--- config.mk ---
export PLATFORM = sky130hd
export DESIGN_NAME = sipo_rx_flat
export DESIGN_NICKNAME = d
export VERILOG_FILES = /design/src/rtl/sipo_rx_if.sv /design/src/rtl/sipo_rx.sv /design/src/flat_wrapper.sv
export SDC_FILE = /design/constraint.sdc
export NUM_CORES = 1
export LEC_CHECK = 0
export ABC_AREA = 1
export ABC_CLOCK_PERIOD_IN_PS = 2000
export BUFFER_PORTS_ARGS = -buffer_cell sky130_fd_sc_hd__buf_4
export CAP_MARGIN = 20
export CELL_PAD_IN_SITES_DETAIL_PLACEMENT = 2
export CELL_PAD_IN_SITES_GLOBAL_PLACEMENT = 2
export CORE_ASPECT_RATIO = 0.75
export CORE_UTILIZATION = 38
export CTS_BUF_LIST = sky130_fd_sc_hd__clkbuf_2
export DETAILED_ROUTE_END_ITERATION = 8
export GPL_TIMING_DRIVEN = 0
export PLACE_DENSITY_LB_ADDON = 0.15
export SYNTH_ARGS = -nofsm -noshare
export SYNTH_HDL_FRONTEND = slang
export SYNTH_SLANG_ARGS = --single-unit
--- constraint.sdc ---
create_clock -name clk -period 2 [get_ports clk]
set_clock_uncertainty 0.05 [all_clocks]
set_input_delay 0.1 -clock clk [delete_from_list [all_inputs] [get_ports clk]]
set_output_delay 0.1 -clock clk [all_outputs]
set_load 0.05 [all_outputs]
--- src/rtl/sipo_rx_if.sv ---
// Serial-in / parallel-out receiver bus.
// master drives serial bits and consumer controls; slave is the receiver.
interface sipo_rx_if #(
    parameter int N = 64
);
    logic         sin;
    logic         sin_en;
    logic         start;
    logic         out_ready;
    logic         ovf_clr;
    logic [N-1:0] out_data;
    logic         out_valid;
    logic         busy;
    logic         ovf;

    modport master (
        output sin, sin_en, start, out_ready, ovf_clr,
        input  out_data, out_valid, busy, ovf
    );

    modport slave (
        input  sin, sin_en, start, out_ready, ovf_clr,
        output out_data, out_valid, busy, ovf
    );
endinterface

--- src/rtl/sipo_rx.sv ---
// MSB-first serial receiver with a one-word output slot.
// Words completing while the slot is still full are dropped and flagged.
module sipo_rx #(
    parameter int N = 64
) (
    input  logic      clk,
    input  logic      rst,
    sipo_rx_if.slave  bus
);
    localparam int CW = $clog2(N) + 1;

    typedef enum logic {
        IDLE,
        SHIFT
    } state_t;

    state_t         r_state;
    state_t         w_state_n;
    logic [N-1:0]   r_sh;
    logic [N-1:0]   w_sh_n;
    logic [CW-1:0]  r_cnt;
    logic [CW-1:0]  w_cnt_n;
    logic [N-1:0]   w_first;
    logic [N-1:0]   w_word;
    logic           w_done;
    logic           w_load;
    logic           w_drop;
    logic [N-1:0]   r_data;
    logic           r_valid;
    logic           r_ovf;
    logic           w_unused_msb;

    assign w_first = {{(N-1){1'b0}}, bus.sin};
    assign w_word  = {r_sh[N-2:0], bus.sin};

    // The top shift bit falls off on completion and is never read.
    assign w_unused_msb = r_sh[N-1];

    // Frame state, shift register and bit counter.
    always_ff @(posedge clk or negedge rst) begin
        if (!rst) begin
            r_state <= IDLE;
            r_sh    <= '0;
            r_cnt   <= '0;
        end else begin
            r_state <= w_state_n;
            r_sh    <= w_sh_n;
            r_cnt   <= w_cnt_n;
        end
    end

    // Next-state: start (re)opens a frame, the Nth accepted bit closes it.
    always_comb begin
        w_state_n = r_state;
        w_sh_n    = r_sh;
        w_cnt_n   = r_cnt;
        w_done    = 1'b0;
        unique case (r_state)
            IDLE: begin
                if (bus.sin_en && bus.start) begin
                    w_sh_n    = w_first;
                    w_cnt_n   = CW'(1);
                    w_state_n = SHIFT;
                end
            end
            SHIFT: begin
                if (bus.sin_en) begin
                    if (bus.start) begin
                        w_sh_n  = w_first;
                        w_cnt_n = CW'(1);
                    end else begin
                        w_sh_n = w_word;
                        if (r_cnt == CW'(N - 1)) begin
                            w_done    = 1'b1;
                            w_cnt_n   = '0;
                            w_state_n = IDLE;
                        end else begin
                            w_cnt_n = r_cnt + CW'(1);
                        end
                    end
                end
            end
            default: w_state_n = IDLE;
        endcase
    end

    // A same-cycle acceptance frees the slot for the completing word.
    assign w_load = w_done && (!r_valid || bus.out_ready);
    assign w_drop = w_done && r_valid && !bus.out_ready;

    // Output slot and sticky overflow; a new drop beats ovf_clr.
    always_ff @(posedge clk or negedge rst) begin
        if (!rst) begin
            r_data  <= '0;
            r_valid <= 1'b0;
            r_ovf   <= 1'b0;
        end else begin
            if (w_load) begin
                r_data  <= w_word;
                r_valid <= 1'b1;
            end else if (r_valid && bus.out_ready) begin
                r_valid <= 1'b0;
            end
            if (w_drop) begin
                r_ovf <= 1'b1;
            end else if (bus.ovf_clr) begin
                r_ovf <= 1'b0;
            end
        end
    end

    assign bus.out_data  = r_data;
    assign bus.out_valid = r_valid;
    assign bus.busy      = (r_state == SHIFT);
    assign bus.ovf       = r_ovf;
endmodule

--- src/flat_wrapper.sv ---
// flat-port wrapper written by rule: the top's interface ports become plain ports
module sipo_rx_flat 
#(
    parameter int N = 64
)
  (clk, rst, bus_sin, bus_sin_en, bus_start, bus_out_ready, bus_ovf_clr, bus_out_data, bus_out_valid, bus_busy, bus_ovf);
  sipo_rx_if #(.N(N)) bus_i ();
  input  logic clk;
  input  logic rst;
  input wire logic [$bits(bus_i.sin)-1:0] bus_sin;
  input wire logic [$bits(bus_i.sin_en)-1:0] bus_sin_en;
  input wire logic [$bits(bus_i.start)-1:0] bus_start;
  input wire logic [$bits(bus_i.out_ready)-1:0] bus_out_ready;
  input wire logic [$bits(bus_i.ovf_clr)-1:0] bus_ovf_clr;
  output wire logic [$bits(bus_i.out_data)-1:0] bus_out_data;
  output wire logic [$bits(bus_i.out_valid)-1:0] bus_out_valid;
  output wire logic [$bits(bus_i.busy)-1:0] bus_busy;
  output wire logic [$bits(bus_i.ovf)-1:0] bus_ovf;
  assign bus_i.sin = bus_sin;
  assign bus_i.sin_en = bus_sin_en;
  assign bus_i.start = bus_start;
  assign bus_i.out_ready = bus_out_ready;
  assign bus_i.ovf_clr = bus_ovf_clr;
  assign bus_out_data = bus_i.out_data;
  assign bus_out_valid = bus_i.out_valid;
  assign bus_busy = bus_i.busy;
  assign bus_ovf = bus_i.ovf;
  sipo_rx #(.N(N)) u_core (.clk(clk), .rst(rst), .bus(bus_i));
endmodule
=== After elaboration in Yosys (flattened, before gate mapping) ===
Cells that the tools add are included.

* Bits in registers: 137
* Bits of input ports: 7
* Output and inout port bits: 67
* Word-level logic and storage cells: 44

* Add/subtract/negate cells: 1
* Eq/ne operators: 3
* Muxes and demuxes: 22
* Bitwise logic cells: 1
* Reductions and logical operators: 11

{| class="wikitable"
|+ Operators by type and width
! cell !! count
|-
| two-way mux 63 bit || 3
|-
| case mux 63 bit (2 select lines) || 1
|-
| two-way mux 7 bit || 4
|-
| case mux 7 bit (2 select lines) || 1
|-
| two-way mux 1 bit || 12
|-
| adder 7 x 1 -> 7 bit (second input constant) || 1
|-
| equality test 7 x 6 -> 1 bit (second input constant) || 1
|-
| logical AND 1 bit || 5
|-
| nonzero test 2 bit || 2
|-
| zero test 1 bit || 2
|-
| inequality test 2 x 1 -> 1 bit (second input constant) || 1
|-
| inequality test 2 bit (second input constant) || 1
|-
| case mux 1 bit (2 select lines) || 1
|-
| AND reduction 2 bit || 1
|-
| logical OR 1 bit || 1
|-
| inverter 1 bit || 1
|}

=== Longest topological paths before layout ===
Gate-level depths: netlist of the first run.

* Word-level depth: 8
* Depth in mapped cells: 7
* Gate-level depth less buffers: 6

=== Worst setup path before layout of the first run ===
OpenSTA, ideal clock, no wires.

* Path kind: register to register
* Start: register u_core.r_state (netlist: u_core.bus.busy)
* End: register u_core.r_data[55] (netlist: u_core.bus.out_data[55])
* Setup time: 66 ps
* Arrival: 1561 ps
* Data required time: 1884 ps
* Setup slack: 323 ps
* Stages on the path, launching flop included: 7
* Period minus slack after synthesis: 1677 ps
* Path through: dfrtp_1 > nand2_1 > nor2_4 > buf_4 > buf_2 > nand4_1 > nand2_1

* Longest elaborated chain between the ends: 2

{| class="wikitable"
|+ RTL lines
! item !! RTL line !! RTL
|-
| start: declaration || sipo_rx.sv:17 || <nowiki>state_t r_state;</nowiki>
|-
| start signal: assignment || sipo_rx.sv:46 || <nowiki>r_state <= w_state_n;</nowiki>
|-
| two-way mux 1 bit || sipo_rx.sv:58 || <nowiki>unique case (r_state)</nowiki>
|-
| logical AND 1 bit || sipo_rx.sv:88 || <nowiki>assign w_load = w_done && (!r_valid || bus.out_ready);</nowiki>
|-
| end signal: assignment || sipo_rx.sv:99 || <nowiki>r_data <= w_word;</nowiki>
|-
| end: declaration || sipo_rx.sv:28 || <nowiki>logic [N-1:0] r_data;</nowiki>
|}

Every way passes these cells.
A chain may end at the register's enable or synchronous reset.

=== Final worst setup path of the first run ===
* Start: register u_core.r_cnt[0]
* End: register u_core.r_data[21] (netlist: u_core.bus.out_data[21])

* Longest elaborated chain between the ends: 6

{| class="wikitable"
|+ RTL lines
! item !! RTL line !! RTL
|-
| start: declaration || sipo_rx.sv:21 || <nowiki>logic [CW-1:0] r_cnt;</nowiki>
|-
| start signal: assignment || sipo_rx.sv:48 || <nowiki>r_cnt <= w_cnt_n;</nowiki>
|-
| equality test 7 x 6 -> 1 bit || sipo_rx.sv:73 || <nowiki>if (r_cnt == CW'(N - 1)) begin</nowiki>
|-
| two-way mux 1 bit || sipo_rx.sv:73 ||
|-
| two-way mux 1 bit || sipo_rx.sv:68 || <nowiki>if (bus.start) begin</nowiki>
|-
| two-way mux 1 bit || sipo_rx.sv:67 || <nowiki>if (bus.sin_en) begin</nowiki>
|-
| two-way mux 1 bit || sipo_rx.sv:58 ||
|-
| logical AND 1 bit || sipo_rx.sv:88 ||
|}

Every way passes these cells.

==> results of run 1 <==
## how the worst max path moves through the flow
stage | from | end | slack [ns]
2_1_floorplan | u_core.bus.busy | u_core.bus.out_data[55] | 0.32
3_5_place_dp | u_core.r_cnt[0] | u_core.bus.out_data[53] | 0.09
5_1_grt | u_core.r_cnt[0] | u_core.bus.out_data[21] | 0.01
6_report | u_core.r_cnt[0] | u_core.bus.out_data[21] | 0.13
3_3_place_gp | u_core.r_cnt[0] | u_core.bus.out_data[52] | 0.19
4_1_cts | u_core.r_cnt[0] | u_core.bus.out_data[21] | 0.03
## flip-flops by register name, summed over array words and instances (netlist names)
register	flops
u_core.bus.ovf	1
u_core.bus.out_data	64
u_core.r_sh	63
u_core.bus.busy	1
u_core.r_cnt	7
u_core.bus.out_valid	1
## area by class of cell
| class | count | area [um2] |
|---|---|---|
| Inverter | 74 | 278 |
| Clock buffer | 24 | 120 |
| Buffer | 41 | 258 |
| Timing Repair Buffer | 83 | 669 |
| Tap cell | 175 | 219 |
| Multi-Input combinational cell | 300 | 1520 |
| Sequential cell | 137 | 3430 |
| Clock inverter | 7 | 28.8 |
| Fill cell | 1510 | 7360 |
## kinds of logic after synthesis
kind of cell             after synthesis  share of synthesized area (%)
AND/OR/NAND/NOR                      226                           19.2
flip-flops                           137                           62.5
buffers and inverters                115                           9.76
AO/OA/AOI/OAI                         71                           8.05
XOR/XNOR                               2                          0.319
adder cells (fa/ha/maj)                1                          0.228
## cells in the final DEF (no fill, tap or decap), drive strengths merged
cell           n
clkinv         7
xnor2          1
ha             1
clkbuf        34
a22o           1
nand3          7
inv           74
dlygate4sd3    9
nor2           5
dfrtp        137
o21ai          6
nand4         65
o22ai         62
xor2           1
buf          105
nand2        149
o31ai          1
o211ai         1
## critical path, stage by stage (launching register included)
cell and delay (ns):
dfrtp_2 0.48, ha_1 0.24, nand3_2 0.15, nor2_4 0.24, nand3_4 0.23, buf_6 0.22
nand2_1 0.08, nand2_1 0.06
## layer usage
layer | routed length [um] | vias to the layer above | track usage (%) | part of all wire (%)
met5 | 0 | - | 0 | 0
met4 | 235 | 0 | 8.07 | 1.6
met3 | 456 | 21 | 5.14 | 3.1
met2 | 7080 | 71 | 34.8 | 48
met1 | 6950 | 2233 | 28.0 | 47
li1 | - | 2039 | - | -
## through the flow
step / utilization (%) / std cells
global placement: 45.0 / 800
finish: 47.0 / 841
detailed placement: 45.3 / 801
global route: 47.0 / 841
floorplan: - / 552
CTS: 47.0 / 841
## what timing repair did
item	4_1_cts	5_1_grt
hold buffers	9	0
hold endpoints to repair	222	0
endpoints found under the setup margin	0	61
buffers inserted	0	0
resized for setup	0	1
## where the power goes
group	internal, uW	total (uW)	switching (uW)
combinational	67.1	237	170
sequential	2790	2810	20.9
clock	329	1290	963
total	3180	4340	1150
==> results by group, run 1 <==
Floorplanning
  • Die width: 141 um
  • Die area: 14900 um2
  • # IOs: 74
  • Starting Density: 39.5%
  • FP Rows: 37
  • CORE AREA: 13900 um2
  • Die Ht: 106 um

Detailed routing
  • Routed Antenna Nets: 0
  • Residual DRC: 0
  • Drt pass-1 iters: 4
  • DRT iter0 DRCs: 183
  • Via count: 4364
  • WL/cell: 17.5 um
  • WL final: 14700 um
  • DR vias/cell: 5.19

Worst setup path
  • CP Data Required Time: 2.60 ns
  • CP max FO: 10
  • WS Path Type: reg -> reg
  • R2r worst-path depth: 7
  • Worst Path Arrival: 2.46 ns
  • Worst R2R End: u_core.bus.out_data[21]
  • R2R Setup Slk: 0.13 ns
  • R2r startpoint: u_core.r_cnt[0]
  • Worst setup SP type: flop
  • Crit. End Element: flop

STA
  • RSZ-0062 raised after global routing: false
  • Final Hold Fails: 0
  • Max frequency: 0.536 GHz
  • Worst Hold Slack: 0.145 ns
  • Max-slew violation count: 0
  • Period Utilization, post-route: 93.3%
  • Setup TNS: 0 ns
  • Rel. slew slack: 59.1%
  • Final Setup Violations: 0
  • Setup ws final: 0.135 ns
  • Slew @ Worst Pin: 0.613 ns
  • Tmin final: 1.87 ns

Pwr
  • Peak supply drop: 0.331 mV
  • Final Power: 4340 uW
  • PD cells: 665 nW/um2
  • P_leak: 0.00337 uW

Placement
  • Detailed Place HPWL: 10200 um
  • PortBufs: 73
  • GP Congestion: 0.747
  • Pre-CTS setup slack: 0.0854 ns
  • Placed instance area: 6290 um2

GRT
  • Global-route wire length before repair: 24500 um
  • Gr usage total: 21.5%
  • Grt total ovfl: 0
  • Initial antenna violation count: 0
  • Largest net degree at the start of global routing: 84
  • Vias in the first global route: 4851

CTS
  • Num CTS Buffers: 17
  • Root buffer selected by CTS: clkbuf_2
  • TritonCTS Sinks: 137
  • CTS tree: built
  • # H-tree levels: 4
  • Clock tree buffer depth: 2
  • Clock transition at path regs: 0.19 ns
  • Clk Latency, worst-skew pair: 0.75 ns

Layout
  • Diode count: 0
  • Share of post-route cells with drive strength above 1: 20.7%
  • Nets: 662
  • Final instance area: 6530 um2
  • Area grow syn2layout: 18.9%

Outcome
  • Status: completed

Synthesis
  • Synth area leader: dfrtp_1
  • Syn Inst Count: 552
  • Top post-synthesis cells by area: dfrtp_1, nand2_1, nand4_1
  • Flops & latches, synth: 137
  • EDFF count, synth: 0
  • Area share of the largest cell type after synthesis: 62.5%
  • Yosys cell types: 22
  • Asr flop ratio synth: 100%
  • Most frequent cells after synthesis: nand2_1, dfrtp_1, inv_1, nand4_1, o22ai_1
  • Syn Area/Cell: 9.94 um2
  • Count leader, synth: nand2_1
  • Post-Syn Area: 5490 um2
  • Post-synth net total: 560
  • Post-synthesis sequential area ratio: 62.5%
  • Primary FF master, synth: dfrtp_1
  • Synth Warn #: 0

Hold path
  • Worst hold path depth: 4
  • Hold endpoint: u_core.bus.out_data[0]
  • HP Class: in -> reg
  • Worst Hold Launch: bus_sin

Job
  • Max-Cap Viols: 0
No activity file was read; power rests on OpenSTA's default activity.
==> inputs of run 2 (changes only) <==
Settings changed: ABC_AREA 1 to default, CELL_PAD_IN_SITES_DETAIL_PLACEMENT 2 to default, CELL_PAD_IN_SITES_GLOBAL_PLACEMENT 2 to default, CORE_UTILIZATION 38 to 45, SETUP_SLACK_MARGIN from default to 0.3.
==> results by group, run 2 <==
CTS
  • Clock transition at path regs: 0.19 ns (about the same)
  • Clk Latency, worst-skew pair: 0.64 ns (-0.11 ns)
  • Clock tree buffer depth: 2 (unchanged)
  • # H-tree levels: 4 (unchanged)
  • TritonCTS Sinks: 137 (unchanged)
  • CTS tree: built
  • Root buffer selected by CTS: clkbuf_2
  • Num CTS Buffers: 17 (unchanged)

GRT
  • M1 GR Usage: 25.5% (-2.5 points)
  • Initial antenna violation count: 1 (+1)
  • Global routing usage on met3: 5.25% (+0.12 points)
  • Global-route wire length before repair: 15900 um (-35%)
  • Grt total ovfl: 0 (unchanged)
  • Vias in the first global route: 3021 (-38%)
  • Met2 usage: 22.2% (-13 points)
  • Most used routing layer in global routing: met1
  • Largest net degree at the start of global routing: 75 (-11%)
  • Gr usage total: 16.8% (-4.7 points)

Floorplanning
  • Die width: 128 um (-8.7%)
  • Die area: 12400 um2 (-17%)
  • FP Rows: 34 (-8.1%)
  • CORE AREA: 11700 um2 (-16%)
  • Die Ht: 96.8 um (-8.7%)
  • # IOs: 74 (unchanged)
  • Starting Density: 46.3% (+6.8 points)

Worst setup path
  • Crit. End Element: flop
  • CP max FO: 10 (unchanged)
  • Worst setup SP type: flop
  • CP Data Required Time: 2.49 ns (-0.11 ns)
  • WS Path Type: reg -> reg
  • Worst Path Arrival: 2.30 ns (-0.16 ns)

STA
  • Setup TNS: 0 ns (unchanged)
  • Max-slew violation count: 0 (unchanged)
  • Max frequency: 0.555 GHz (+3.5%)
  • Rel. slew slack: 55.6% (-3.5 points)
  • RSZ-0062 raised after global routing: true
  • Slew @ Worst Pin: 0.666 ns (+0.0525 ns)
  • Tmin final: 1.80 ns (-0.0631 ns)
  • Final Hold Fails: 0 (unchanged)
  • Period Utilization, post-route: 90.1% (-3.2 points)
  • Final Setup Violations: 0 (unchanged)

Synthesis
  • Post-Syn Area: 5400 um2 (-1.6%)
  • Asr flop ratio synth: 100% (unchanged)
  • Synth area leader: dfrtp_1
  • Post-Synth Adder-Cell Area: 0.232% (+0.0038 points)
  • Syn Area/Cell: 16.5 um2 (+66%)
  • Most frequent cells after synthesis: dfrtp_1, a22o_1, mux2_4, nand2_1, buf_2
  • Syn Inst Count: 328 (-41%)
  • Area share of the largest cell type after synthesis: 63.5% (+1.0 points)
  • EDFF count, synth: 0 (unchanged)
  • Post-synthesis sequential area ratio: 63.5% (+1.0 points)
  • Yosys cell types: 29 (+32%)
  • Post-synth net total: 336 (-40%)
  • Flops & latches, synth: 137 (unchanged)
  • Synth Area in Compound Gates: 12.3% (+4.3 points)
  • Count leader, synth: dfrtp_1
  • Mux cell area share after synthesis: 17.5% (+18 points)
  • Post-synthesis xor/xnor area fraction: 0% (-0.32 points)
  • Synth Warn #: 0 (unchanged)
  • Largest family of logic cells by synthesized area: multiplexers
  • Post-Synth Simple-Gate Area: 2.39% (-17 points)
  • Top post-synthesis cells by area: dfrtp_1, mux2_4, a22o_1
  • Primary FF master, synth: dfrtp_1

Placement
  • PortBufs: 72 (-1.4%)
  • GP Congestion: 0.741 (-0.80%)
  • Detailed Place HPWL: 6200 um (-39%)

Layout
  • Share of post-route cells with drive strength above 1: 43.8% (+23 points)
  • Filler cells: 960 (-36%)
  • Commonest non-fill, non-tap cell in the layout: dfrtp_1
  • Area grow syn2layout: 22.5%
  • Nets: 444 (-33%)
  • Max reg flops: 64 (unchanged)
  • Leading cell types in the layout, fill and taps excluded: dfrtp_1, buf_4, a22o_1

Detailed routing
  • WL/cell: 15.8 um (-9.8%)
  • DRT iter0 DRCs: 203 (+11%)
  • WL final: 9650 um (-34%)
  • Via count: 3102 (-29%)
  • Residual DRC: 0 (unchanged)
  • Routed Antenna Nets: 0 (unchanged)
  • DR vias/cell: 5.08 (-2.2%)
  • Drt pass-1 iters: 4 (unchanged)

Pwr
  • PD cells: 727 nW/um2 (+9.4%)
  • Peak supply drop: 0.399 mV (+21%)
  • Final Power: 4810 uW (+11%)
  • P_leak: 0.00334 uW (-0.80%)

Outcome
  • Status: completed

Hold path
  • HP Class: in -> reg

Job
  • Max-Cap Viols: 0 (unchanged)
run 2: cell types whose count changed after synthesis, sizes merged, moves of 15 or more:
| cell | change |
|---|---|
| nand4 | -65 |
| buf | -15 |
| o22ai | -61 |
| a22o | +64 |
| mux2 | +64 |
| nand2 | -139 |
| inv | -71 |
run 2: worst paths after layout:
path / slack, ns / to / startpoint / cells after the start
max in group asynchronous: 0.65 / u_core.r_sh[54] / rst / 4
setup reg to reg: 0.20 / u_core.bus.out_data[7] / u_core.r_cnt[1] / 7
setup / recovery: 0.20 / u_core.bus.out_data[7] / u_core.r_cnt[1] / 7
min in group asynchronous: 0.48 / u_core.bus.out_data[18] / rst / 3
hold / removal: 0.15 / u_core.bus.ovf / bus_ovf_clr / 3
hold reg to reg: 0.47 / u_core.bus.out_data[63] / u_core.bus.out_data[63] / 1
run 2: where the power goes:
part / switching, uW / internal [uW] / leakage [uW]
sequential: 23.1 / 2790 / 0.00190
combinational: 132 / 75.8 / 0.00128
clock: 974 / 812 / 0.000155
total: 1130 / 3680 / 0.00334
run 2: cell families (layout without fill, tap and decap cells):
group / after synthesis / in the layout
AOI/OAI and AO/OA: 79 / 79
adders and majority gates: 1 / 1
buffers and inverters: 25 / 145
DFF: 137 / 137
muxes: 64 / 64
other: 0 / 1
and+or+nand+nor: 22 / 22
run 2: stage by stage:
stage	utilization (%)	instance area, um2	hold WS, ns	instances	worst slack, ns
after detailed placement	53.0	6180	0.109	563	0.0234
after floorplan	-	5400	-0.246	328	0.201
after CTS	56.5	6590	0.0771	609	0.155
after global placement	52.7	6150	0.245	562	0.0478
after global routing	56.7	6610	0.0647	611	0.121
final	56.7	6610	0.155	611	0.198
run 2: critical path, cell delays in order (launching register included):
cell     delay (ns)
dfrtp_1        0.42
ha_4           0.16
nand3_4        0.08
nor3_4         0.18
and3_4         0.21
buf_12         0.15
buf_12         0.15
mux2_4         0.30
run 2: final cells by class:
type,count,area (um2),area share [%]
clock buffer,18,90.1,1.36
sequential,137,3430,51.9
inverter,3,11.3,0.170
tap,162,203,3.06
multi-input combinational,166,1780,26.9
antenna,1,2.50,0.0378
buffer,22,209,3.16
timing repair buffer,89,712,10.8
clock inverter,13,179,2.71
run 2: timing repair:
action,CTS,global route
buffers inserted,7,1
endpoints found under the setup margin,114,128
hold endpoints to repair,167,0
gates resized for setup,1,5
pin swaps,1,2
hold buffers,8,0
run 2: layer usage:
metal	up-vias	part of all wire [%]
met5	-	0
met4	0	1.2
met3	9	4.4
met2	70	43
met1	1581	51
li1	1442	-
